--- src/rtl/jk_trio_checker_sat_counter.sv ---
// Saturating up-counter with synchronous reset and clear; holds at all-ones.
module jk_sat_counter #(
  parameter int W = 16
) (
  input  logic         clk,
  input  logic         reset,
  input  logic         clr,
  input  logic         inc,
  output logic [W-1:0] count
);

  always_ff @(posedge clk) begin
    if (reset || clr) begin
      count <= '0;
    end else if (inc && (count != {W{1'b1}})) begin
      count <= count + W'(1);
    end
  end

endmodule

--- config.mk ---
export PLATFORM = sky130hd
export DESIGN_NAME = jk_sat_counter
export DESIGN_NICKNAME = d
export VERILOG_FILES = /design/src/rtl/jk_trio_checker_sat_counter.sv
export SDC_FILE = /design/constraint.sdc
export NUM_CORES = 1
export LEC_CHECK = 0
export ABC_AREA = 1
export BUFFER_PORTS_ARGS = -buffer_cell sky130_fd_sc_hd__buf_2
export CAP_MARGIN = 10
export CORE_MARGIN = 2
export CORE_UTILIZATION = 40
export CTS_CLUSTER_DIAMETER = 150
export DETAILED_ROUTE_END_ITERATION = 10
export SYNTH_ARGS = -nofsm -noshare
export SYNTH_HDL_FRONTEND = slang
export SYNTH_SLANG_ARGS = --single-unit
--- constraint.sdc ---
create_clock -name clk -period 1.7 [get_ports clk]
set_clock_uncertainty 0.15 [all_clocks]
set_input_delay 0.34 -clock clk [delete_from_list [all_inputs] [get_ports clk]]
set_output_delay 0.34 -clock clk [all_outputs]
set_load 0.03 [all_outputs]
### Word level (Yosys, flattened, before mapping)

Index checks and enable logic that the tools add are counted.

| cells by class | value |
|---|---|
| equal/unequal tests | 1 |
| add/sub/neg operators | 1 |
| reductions and logical operators | 2 |

Operators with widths:

| kind | number |
|---|---|
| 16-bit by 1-bit adder with 16-bit output (second input constant) | 1 |
| 16-bit inequality test (second input constant) | 1 |
| 1-bit logical AND | 1 |
| 1-bit logical OR | 1 |

| storage, ports and cells | value |
|---|---|
| register bits | 16 |
| bits of input ports | 4 |
| word-level logic and storage cells | 5 |

### Longest topological paths before layout

Gate-level depths: netlist of run 1.

| logic depth | value |
|---|---|
| depth in word-level cells | 2 |
| mapped depth | 9 |

### Worst setup path after synthesis of run 1

No wires, ideal clock.

| path | value |
|---|---|
| path type | register -> register |
| from | register count[1] |
| to | register count[13] |
| cell stages (with the launch flop) | 8 |
| clock period less this slack | 1.744 ns |
| data arrival time | 1.478 ns |
| path slack | -0.044 ns |
| required time | 1.434 ns |
| buffers on the path | 1 |
| cell sequence | dfxtp_1 > ha_1 > nand2_1 > nor2_2 > nand4_2 > buf_6 > a21oi_1 > nor2_1 |

| between the ends | value |
|---|---|
| cells in the longest elaborated chain, start to end | 2 |
| elaborated cells between the ends (all ways) | 3 |
| those cells by class | add/sub (1); eq/ne (1); reduce/logical (1) |

RTL lines:

| element | RTL line | source |
|---|---|---|
| start: declaration | 9 | `output logic [W-1:0] count` |
| start signal: assignment | 16 | `count <= count + W'(1);` |
| parallel branches: the longest is 2 deep, another holds 16-bit by 1-bit adder with 16-bit output | - |  |

Several ways; the timed one is not identified.
A chain may end at the register's enable or synchronous reset.

### Final worst setup path of run 1

| path | value |
|---|---|
| from | register count[0] |
| to | register count[2] |

Same word-level chain as after synthesis.

==> results of run 1 <==
[power breakdown]
part           total (mW)  leakage [nW]  switching (mW)  internal [mW]
registers           0.380         0.130         0.00242          0.377
logic              0.0371         0.325          0.0239         0.0132
clock network       0.203        0.0138           0.121         0.0824
total               0.620         0.468           0.147          0.473
[area by class of cell]
class | count | area (sq um) | share of cell area
Multi-Input combinational cell | 117 | 573 | 0.513
Sequential cell | 16 | 323 | 0.289
Timing Repair Buffer | 21 | 110 | 0.0987
Inverter | 14 | 52.6 | 0.0471
Tap cell | 28 | 35.0 | 0.0314
Clock buffer | 3 | 22.5 | 0.0202
[Yosys cell counts (all sizes together)]
cell type	instances	share of area
clkinv	1	0.0039
a21boi	1	0.0079
buf	2	0.020
nor2	41	0.20
ha	1	0.013
nor3	1	0.0053
nand3	14	0.074
inv	13	0.051
a21oi	9	0.047
o21ai	4	0.025
nand4	4	0.033
nand2	42	0.18
dfxtp	16	0.34
[metal layers]
metal  GRT usage  vias up
li1            -      517
met1       0.240      418
met2       0.275       18
met3      0.0257        7
met4       0.107        0
met5           0        -
[worst min-delay path, cell delays in order]
cell and delay [ns]:
buf_2 0.14, o21ai_2 0.08, nand2_1 0.05, a21boi_1 0.05
[per-stage QoR]
stage          setup slack (ns)  cell area (sq um)  hold slack (ns)  std cells
6_report                  0.163               1120            0.272        199
5_1_grt                  0.0170               1120            0.298        199
4_1_cts                  0.0739               1100            0.269        199
3_5_place_dp             0.0893               1080            0.355        196
3_3_place_gp              0.134               1080            0.351        196
2_1_floorplan            0.0977                953            0.380        149
[cell families after synthesis]
group,after synthesis,share of synthesized area
simple gates,102,0.495
buf+inv,16,0.0750
fa+ha+maj,1,0.0132
compound gates,14,0.0803
flops,16,0.337
[path summary, 6_finish.rpt]
check,to,start
min reg2reg,count[1]$_SDFFE_PP0P_,count[1]$_SDFFE_PP0P_
max,count[2]$_SDFFE_PP0P_,count[0]$_SDFFE_PP0P_
max reg2reg,count[2]$_SDFFE_PP0P_,count[0]$_SDFFE_PP0P_
min,count[11]$_SDFFE_PP0P_,inc
==> metrics.md, run 1 <==
| Metric | Value |
|---|---|
| Clock-pin transition on the worst setup and hold timing paths | approximately 0.09 ns |
| Max-Cap Viols | 0 |
| Final #Nets | ~180 |
| Max FFs per register | 16 |
| Post-cts sizing count | 0 |
| CTS tree | yes |
| Hold Path Stages | 4 |
| DRC Markers | 0 |
| Postcts setup bufs | 0 |
| DRT met1 WL | about 1100 microns |
| Clock Tree Buf Depth | 2 |
| Clk root buf | clkbuf_4 |
| Power Total | between 0.6 and 0.7 mW |
| Total wire length | between 2000 and 2500 microns |
| Worst path max stage delay | around 0.37 ns |
| Largest net degree at the start of global routing | 17 |
| Initial antenna violation count | 0 |
| Leading cell type in the layout, fill and taps excluded | nand2_1 |
| CP arrival | ~1.6 ns |
| Vias/cell | between 4 and 5 |
| P per Cell Area | around 560 nW/um^2 |
| Top Metal Used | met4 |
| Largest register by flop count | count |
| Kind of critical path | flip-flop to flip-flop |
| Rows | 17 |
| Number of global-route vias before repair | between 800 and 900 |
| Normalized max-slew margin | 0.764 |
| Worst VDD drop | 0.308 mV |
| CP max FO | 5 |
| DIE HEIGHT | 52.8 microns |
| DR iter-0 viols | 17 |
| Met3 WL | approximately 60 microns |
| Synth Cell Area | between 900 and 1000 sq um |
| Initial Utilization | 0.426 |
| Largest registers | count x16 |
| Met2 routed WL | around 900 microns |
| Gr ovfl total | 0 |
| Slew Viols, Final | 0 |
| Least-Margin Pin Slew | between 0.3 and 0.4 ns |
| Io pins | 20 |
| Gr usage total | 0.181 |
| CP most frequent cell | nor2_4 |
| RSZ-0062 raised after global routing | false |
| TNS Setup | 0 ns |
| Core area | between 2000 and 2500 sq um |
| Cell Chain, Critical Path | ha_1 > nand2_1 > nor2_4 > nand2_2 > nor2_4 > nor2_2 > a21oi_1 > nor2_1 |
| DR vias | 960 |
| Mean post-synth cell area | around 6.4 sq um |
| # hold bufs at CTS | 0 |
| Port Buf Inserts | 19 |
| Gpl congestion | between 0.8 and 0.9 |
| Post-layout min period | about 1.5 ns |
| Crit start category | flip-flop |
| First-pass detailed-route iteration total | 4 |
| Area delta synth->final | 17.4% |
| Setup Viol. Count Final | 0 |
| Worst reg-to-reg setup slack | 0.16 ns |
| Syn Nets | between 150 and 200 |
| CP required | approximately 1.7 ns |
| Critical path depth | 8 |
| Cell variety after synth | 21 |
| Share of cells above drive strength 1 | 0.234 |
| CP max stage cell | dfxtp_2 |
| CP endpoint kind | flip-flop |
| Register area share after synthesis | 0.337 |
| Outcome | complete, no violations |
| Worst R2R Path Depth | 8 |
| Yosys reg bits | 16 |
| Num CTS Buffers | 3 |
| Antenna Violating Nets Remaining | 0 |
| Die area | about 2800 sq um |
| Worst path bufs/invs | 0 |
| Fill cells | 252 |
| Family with the most delay on the worst path | simple AND/OR/NAND/NOR gates |
| First-pass GRT wire length | about 3700 microns |
| Diode count | 0 |
| Commonest non-fill, non-tap cells in the layout | nand2_1, nor2_1, buf_2 |
| Pleak | 0.468 nW |
| Fin crit share | 0.904 |
| Final Hold Vio Count | 0 |
| Sink Count | 16 |
| Die width | between 50 and 60 microns |
| Yosys warnings | 0 |
| Avg WL per Cell | 10.5 microns |
| Final core occ | 0.500 |
| Worst skew pair latency | 0.29 ns |
| Cells after synthesis | between 100 and 150 |
| Hold Crit Class | input port to flip-flop |
| H-Tree Depth | 1 |
| Max Freq | ~650 MHz |
| Hpwl dp | 1620 microns |
Note: power is estimated with default switching activity, not from simulation.
==> run 2, diff against run 1 <==
--- a/config.mk
+++ b/config.mk
@@ -5,7 +5,6 @@
 export SDC_FILE = /design/constraint.sdc
 export NUM_CORES = 1
 export LEC_CHECK = 0
-export ABC_AREA = 1
 export BUFFER_PORTS_ARGS = -buffer_cell sky130_fd_sc_hd__buf_2
 export CAP_MARGIN = 10
 export CORE_MARGIN = 2
==> metrics.md, run 2 <==
| Metric | Value |
|---|---|
| Hold Path Sink | count[12]$_SDFFE_PP0P_ |
| Slew Viols, Final | 0 (unchanged) |
| H-Tree Depth | 1 (unchanged) |
| Max Freq | 585 MHz (-10%) |
| Hpwl dp | 1560 microns (-3.8%) |
| Top Metal Used | met4 |
| Largest registers | count x16 |
| Sink Count | 16 (unchanged) |
| Max-Cap Viols | 0 (unchanged) |
| Pleak | 0.515 nW (+10%) |
| Count leader, synth | dfxtp_1 |
| Met3 WL | 60 microns (unchanged) |
| RSZ-0062 raised after global routing | true |
| Register area share after synthesis | 0.378 (+0.0413) |
| Leading cell type in the layout, fill and taps excluded | buf_2 |
| Min setup slack post-route | -0.0106 ns (-0.174 ns) |
| Hold Crit Class | input port to flip-flop |
| Failing checks | negative setup slack |
| CP max stage cell | dfxtp_4 |
| Cell variety after synth | 30 (+43%) |
| Placed inst area | 1100 sq um (+2.0%) |
| Least-Margin Pin Slew | 0.371 ns (+0.0189 ns) |
| Cells after DPL | 145 (-26%) |
| Hold_ws | 0.207 ns (-0.0647 ns) |
| Worst path max stage delay | 0.38 ns (about the same) |
| Post-synth top area share | 0.378 (+0.0413) |
| Largest register by flop count | count |
| Cell Chain, Critical Path | nand4_1 > buf_4 > o41ai_4 > buf_4 > xor2_1 > nor2_1 |
| DR vias | 889 (-7.4%) |
| Avg WL per Cell | 14.1 microns (+34%) |
| Share of flip-flops with an asynchronous set or reset | 0 (unchanged) |
| CTS tree | yes |
| Met2 routed WL | 1070 microns (+19%) |
| DRC Markers | 0 (unchanged) |
| Post-synth top flop | dfxtp_1 |
| DIE HEIGHT | 50.0 microns (-5.2%) |
| Antenna Violating Nets Remaining | 0 (unchanged) |
| Worst skew pair latency | 0.29 ns (about the same) |
| Most instantiated cells after synthesis | dfxtp_1, a21oi_1, nor2_1, nand2_1 |
| Io pins | 20 (unchanged) |
| Commonest non-fill, non-tap cells in the layout | buf_2, dfxtp_4, buf_4 |
| Area delta synth->final | 40.2% |
| Total wire length | 2170 microns (+4.1%) |
| First-pass GRT wire length | 3650 microns (-0.19%) |
| Worst reg-to-reg setup slack | -0.01 ns (-0.17 ns) |
| Normalized max-slew margin | 0.751 (-0.0136) |
| Synth Cell Area | 847 sq um (-11%) |
| CP endpoint kind | flip-flop |
| CP max FO | 7 (+2) |
| Final Hold Vio Count | 0 (unchanged) |
| CP required | 1.72 ns (-0.02 ns) |
| Clock-pin transition on the worst setup and hold timing paths | 0.10 ns (about the same) |
| Yosys warnings | 0 (unchanged) |
| Worst path bufs/invs | 2 (+2) |
| Hold Path Stages | 3 (-1) |
| Gr ovfl total | 0 (unchanged) |
| Worst R2R Path Depth | 6 (-2) |
| Initial antenna violation count | 0 (unchanged) |
| Largest cells by area after synthesis | dfxtp_1, a21oi_1, a41o_1 |
| Final #Nets | 133 (-25%) |
| Crit start category | flip-flop |
| Die area | 2500 sq um (-10%) |
| P per Cell Area | 548 nW/um^2 (-1.4%) |
| CP most frequent cell | buf_4 |
| Initial Utilization | 0.427 (+0.00163) |
| Clock Tree Buf Depth | 2 (unchanged) |
| Max FFs per register | 16 (unchanged) |
| First-pass detailed-route iteration total | 4 (unchanged) |
| FF-to-FF End | count[0]$_SDFFE_PP0P_ |
| Final instance area | 1190 sq um (+6.4%) |
| Gpl congestion | 0.720 (-12%) |
| Mean post-synth cell area | 8.92 sq um (+40%) |
| Power Total | 0.650 mW (+5.0%) |
| Share of cells above drive strength 1 | 0.480 (+0.246) |
| Port Buf Inserts | 19 (unchanged) |
| Min-delay src | reset |
| Largest net degree at the start of global routing | 16 (-1) |
| Pre-CTS WS | 0.00645 ns (-0.0828 ns) |
| Diode count | 0 (unchanged) |
| Number of global-route vias before repair | 822 (-2.7%) |
| Clk root buf | clkbuf_4 |
| Cell Count, Final, Fillers Out | 154 (-23%) |
| # hold bufs at CTS | 0 (unchanged) |
| Post-synth EDFFs | 0 (unchanged) |
| Die width | 50.0 microns (-5.2%) |
| Post-layout min period | 1.71 ns (+0.174 ns) |
| DRT met1 WL | 992 microns (-6.1%) |
| Outcome | finished, violations left |
| Vias/cell | 5.77 (+20%) |
| Fin crit share | 1.01 (+0.102) |
| Rows | 16 (-1) |
| Gr usage total | 0.192 (+0.0111) |
| Syn Nets | 100 (-35%) |
| CP arrival | 1.73 ns (+0.15 ns) |
| Area leader, netlist | dfxtp_1 |
| Worst VDD drop | 0.377 mV (+22%) |
| DR iter-0 viols | 13 (-4) |
| Core area | 1980 sq um (-11%) |
| Kind of critical path | flip-flop to flip-flop |
| Yosys reg bits | 16 (unchanged) |
| Worst r2r src | count[11]$_SDFFE_PP0P_ |
| Num CTS Buffers | 3 (unchanged) |
| Cells after synthesis | 95 (-36%) |
| Family with the most delay on the worst path | flip-flops |
| Setup Viol. Count Final | 1 (+1) |
==> run 2: cell types whose count changed in the layout (fill, tap and decap cells not counted), sizes merged, moves of 5 or more <==
cell,delta
nand2,-36
buf,+10
or3,+5
nand3,-9
inv,-12
nor2,-34
==> run 2: where the power goes <==
part	internal, mW	leakage [nW]	switching (mW)
logic	0.0132	0.354	0.0206
registers	0.358	0.141	0.00300
clock network	0.130	0.0210	0.125
total	0.502	0.515	0.149
==> run 2: cells by family (layout without fill, tap and decap cells) <==
logic type               after synthesis  after routing  share of synthesized area
flip-flops                            16             16                      0.378
AO/OA/AOI/OAI                         27             27                      0.219
adder cells (fa/ha/maj)                1              1                     0.0148
XOR/XNOR                               3              3                     0.0310
AND/OR/NAND/NOR                       44             44                      0.338
buffers and inverters                  4             36                     0.0192
==> run 2: cell type report <==
cell class	count	area (sq um)
inverter	1	3.75
multi-input combinational	75	558
fill	183	795
tap	27	33.8
timing repair buffer	31	185
clock buffer	4	36.3
sequential	16	370
==> run 2: worst register-to-register path, cell delays in order, from the launching register on <==
cell and delay [ns]:
dfxtp_4 0.38, nand4_1 0.17, buf_4 0.19, o41ai_4 0.31, buf_4 0.19, xor2_1 0.15
nor2_1 0.06
==> run 2: how the worst max path moves through the flow <==
stage                                 startpoint                    end  slack (ns)  cells after the start
final                     count[11]$_SDFFE_PP0P_  count[0]$_SDFFE_PP0P_       -0.01                      6
after global placement     count[0]$_SDFFE_PP0P_  count[6]$_SDFFE_PP0P_        0.04                      5
after global routing      count[11]$_SDFFE_PP0P_  count[0]$_SDFFE_PP0P_       -0.12                      6
after CTS                  count[0]$_SDFFE_PP0P_  count[6]$_SDFFE_PP0P_       0.002                      5
after detailed placement   count[0]$_SDFFE_PP0P_  count[6]$_SDFFE_PP0P_       0.006                      5
after floorplan            count[9]$_SDFFE_PP0P_  count[5]$_SDFFE_PP0P_       -0.05                      5
==> run 2: routing by layer <==
metal / vias up / global-route usage
li1: 442 / -
met1: 425 / 0.234
met2: 16 / 0.314
met3: 6 / 0.0364
met4: 0 / 0.106
met5: - / 0
==> run 2: repair_timing <==
item	4_1_cts	5_1_grt
pin swaps	1	7
endpoints found under the setup margin	3	11
setup buffers	1	4
resized for setup	0	8
==> run 2: stage by stage <==
stage               setup TNS, ns   util
CTS                             0  0.578
global route               -0.538  0.599
detailed placement              0  0.556
global placement                0  0.556
finish                    -0.0106  0.599
floorplan                 -0.0666      -
==> run 3, diff against run 2 <==
--- a/config.mk
+++ b/config.mk
@@ -11,6 +11,7 @@
 export CORE_UTILIZATION = 40
 export CTS_CLUSTER_DIAMETER = 150
 export DETAILED_ROUTE_END_ITERATION = 10
+export RECOVER_POWER = 50
 export SYNTH_ARGS = -nofsm -noshare
 export SYNTH_HDL_FRONTEND = slang
 export SYNTH_SLANG_ARGS = --single-unit
==> metrics.md, run 3 (synthesis gave the netlist of run 2 again) <==
| Metric | Value |
|---|---|
| Combinational power share | 0.052 (about the same) |
| Outcome | finished, violations left |
| CP endpoint kind | flip-flop |
| Avg WL per Cell | 14.1 microns (about the same) |
| Worst reg-to-reg setup slack | -0.01 ns (about the same) |
| Max Freq | 585 MHz (unchanged) |
| Psw | 0.149 mW (unchanged) |
| Least-Margin Pin Slew | 0.371 ns (unchanged) |
| Hold Path Sink | count[12]$_SDFFE_PP0P_ |
| Total wire length | 2170 microns (about the same) |
| Pleak | 0.506 nW (-1.7%) |
| Worst R2R Path Depth | 6 (unchanged) |
| Worst VDD drop | 0.377 mV (unchanged) |
| H-Tree Depth | 1 (unchanged) |
| DIE HEIGHT | 50.0 microns (unchanged) |
| Pre-CTS WS | 0.00645 ns (unchanged) |
| Fin crit share | 1.01 (unchanged) |
| Met3 Use GR | 0.0364 (unchanged) |
| Final Hold Vio Count | 0 (unchanged) |
| Setup Viol. Count Final | 1 (unchanged) |
| Gr usage total | 0.192 (unchanged) |
| CP max FO | 7 (unchanged) |
| DR vias | 889 (unchanged) |
| First-pass GRT wire length | 3650 microns (unchanged) |
| Sw frac | 0.229 (unchanged) |
| Largest net degree at the start of global routing | 16 (unchanged) |
| Antenna Violating Nets Remaining | 0 (unchanged) |
| Die width | 50.0 microns (unchanged) |
| Area delta synth->final | 39.9% |
| Max FFs per register | 16 (unchanged) |
| Normalized max-slew margin | 0.751 (unchanged) |
| Commonest non-fill, non-tap cells in the layout | buf_2, dfxtp_4, buf_4 |
| Gpl congestion | 0.720 (unchanged) |
| Hold_ws | 0.207 ns (unchanged) |
| Met2 usage | 0.314 (unchanged) |
| First-pass detailed-route iteration total | 4 (unchanged) |
| Power Total | 0.650 mW (unchanged) |
| Proportion of power drawn by the clock network | 0.393 (about the same) |
| CP required | 1.72 ns (about the same) |
| Largest registers | count x16 |
| CP max stage cell | dfxtp_4 |
| Initial Utilization | 0.427 (unchanged) |
| Kind of critical path | flip-flop to flip-flop |
| FF-to-FF End | count[0]$_SDFFE_PP0P_ |
| Leading cell type in the layout, fill and taps excluded | buf_2 |
| Failing checks | negative setup slack |
| Die area | 2500 sq um (unchanged) |
| Final instance area | 1180 sq um (-0.21%) |
| Io pins | 20 (unchanged) |
| Fill cells | 185 (+1.1%) |
| TNS Setup | -0.0106 ns (unchanged) |
| Initial antenna violation count | 0 (unchanged) |
| Diode count | 0 (unchanged) |
| CP most frequent cell | buf_4 |
| Crit start category | flip-flop |
| Cell Chain, Critical Path | nand4_1 > buf_4 > o41ai_4 > buf_4 > xor2_1 > nor2_1 |
| Rows | 16 (unchanged) |
| Min-delay src | reset |
| Vias/cell | 5.77 (unchanged) |
| Clk root buf | clkbuf_4 |
| P per Cell Area | 549 nW/um^2 (+0.21%) |
| Clock Tree Buf Depth | 2 (unchanged) |
| DR iter-0 viols | 13 (unchanged) |
| Sink Count | 16 (unchanged) |
| Post-layout min period | 1.71 ns (unchanged) |
| RSZ-0062 raised after global routing | true |
| CP arrival | 1.73 ns (about the same) |
| Worst path max stage delay | 0.38 ns (about the same) |
| Internal power | 0.502 mW (unchanged) |
| Worst skew pair latency | 0.29 ns (about the same) |
| Port Buf Inserts | 19 (unchanged) |
| Clock-pin transition on the worst setup and hold timing paths | 0.10 ns (about the same) |
| Gr ovfl total | 0 (unchanged) |
| Number of global-route vias before repair | 822 (unchanged) |
| Core area | 1980 sq um (unchanged) |
| Num CTS Buffers | 3 (unchanged) |
| Final #Nets | 133 (unchanged) |
| Worst r2r src | count[11]$_SDFFE_PP0P_ |
| M1 GR Usage | 0.234 (unchanged) |
| Placed inst area | 1100 sq um (unchanged) |
| Hold Path Stages | 3 (unchanged) |
| Slew Viols, Final | 0 (unchanged) |
| Min setup slack post-route | -0.0106 ns (unchanged) |
| Hold Crit Class | input port to flip-flop |
| DRC Markers | 0 (unchanged) |
| Busiest grt layer | met2 |
| Max-Cap Viols | 0 (unchanged) |
| Share of cells above drive strength 1 | 0.465 (-0.0157) |
| Largest register by flop count | count |
| CTS tree | yes |
| # hold bufs at CTS | 0 (unchanged) |
| Sequential fraction of design power | 0.555 (about the same) |
| Hpwl dp | 1560 microns (unchanged) |
==> run 3: cell types whose count changed in the layout (fill, tap and decap cells not counted), sizes merged <==
| cell | delta |
|---|---|
| clkbuf | +2 |
| buf | -2 |
==> run 3: worst max-delay path, delay by kind of cell, from the launching register on <==
| family | cells | cell delay (ns) |
|---|---|---|
| xor+xnor | 1 | 0.15 |
| buf+inv | 2 | 0.38 |
| flops | 1 | 0.38 |
| compound gates | 1 | 0.31 |
| simple gates | 2 | 0.23 |
==> run 3: worst max-delay path by stage <==
stage,startpoint,endpoint,slack (ns),depth (start not counted)
CTS,count[0]$_SDFFE_PP0P_,count[6]$_SDFFE_PP0P_,0.002,5
floorplan,count[9]$_SDFFE_PP0P_,count[5]$_SDFFE_PP0P_,-0.05,5
global route,count[11]$_SDFFE_PP0P_,count[0]$_SDFFE_PP0P_,-0.12,6
global placement,count[0]$_SDFFE_PP0P_,count[6]$_SDFFE_PP0P_,0.04,5
detailed placement,count[0]$_SDFFE_PP0P_,count[6]$_SDFFE_PP0P_,0.006,5
finish,count[11]$_SDFFE_PP0P_,count[0]$_SDFFE_PP0P_,-0.01,6
==> run 3: metrics by stage <==
step / utilization / std cells
final: 0.598 / 154
after global routing: 0.598 / 154
after CTS: 0.578 / 150
after detailed placement: 0.556 / 145
after global placement: 0.556 / 145
after floorplan: - / 95
==> run 3: area by class of cell <==
type	count	area, sq um	share of cell area
clock buffer	4	36.3	0.0306
inverter	1	3.75	0.00317
multi-input combinational	75	558	0.471
sequential	16	370	0.313
tap	27	33.8	0.0285
timing repair buffer	31	183	0.154
==> run 3: repair_timing <==
| action | in CTS | in global routing |
|---|---|---|
| hold endpoints to repair | 0 | 0 |
| setup endpoints to repair | 3 | 11 |
| gates resized for setup | 0 | 8 |
| setup buffers | 1 | 4 |
| pin swaps | 1 | 7 |
==> run 3: power by group through the flow <==
stage	logic, mW	registers, mW	clock network, mW
floorplan	0.0157	0.379	0
global placement	0.0320	0.376	0
detailed placement	0.0322	0.376	0
CTS	0.0323	0.367	0.270
global route	0.0380	0.362	0.283
finish	0.0338	0.361	0.256
==> run 3: per-layer routing <==
| layer | vias up | part of all wire |
|---|---|---|
| met5 | - | 0 |
| met3 | 6 | 0.028 |
| met4 | 0 | 0.019 |
| met1 | 425 | 0.46 |
| met2 | 16 | 0.49 |
| li1 | 442 | - |
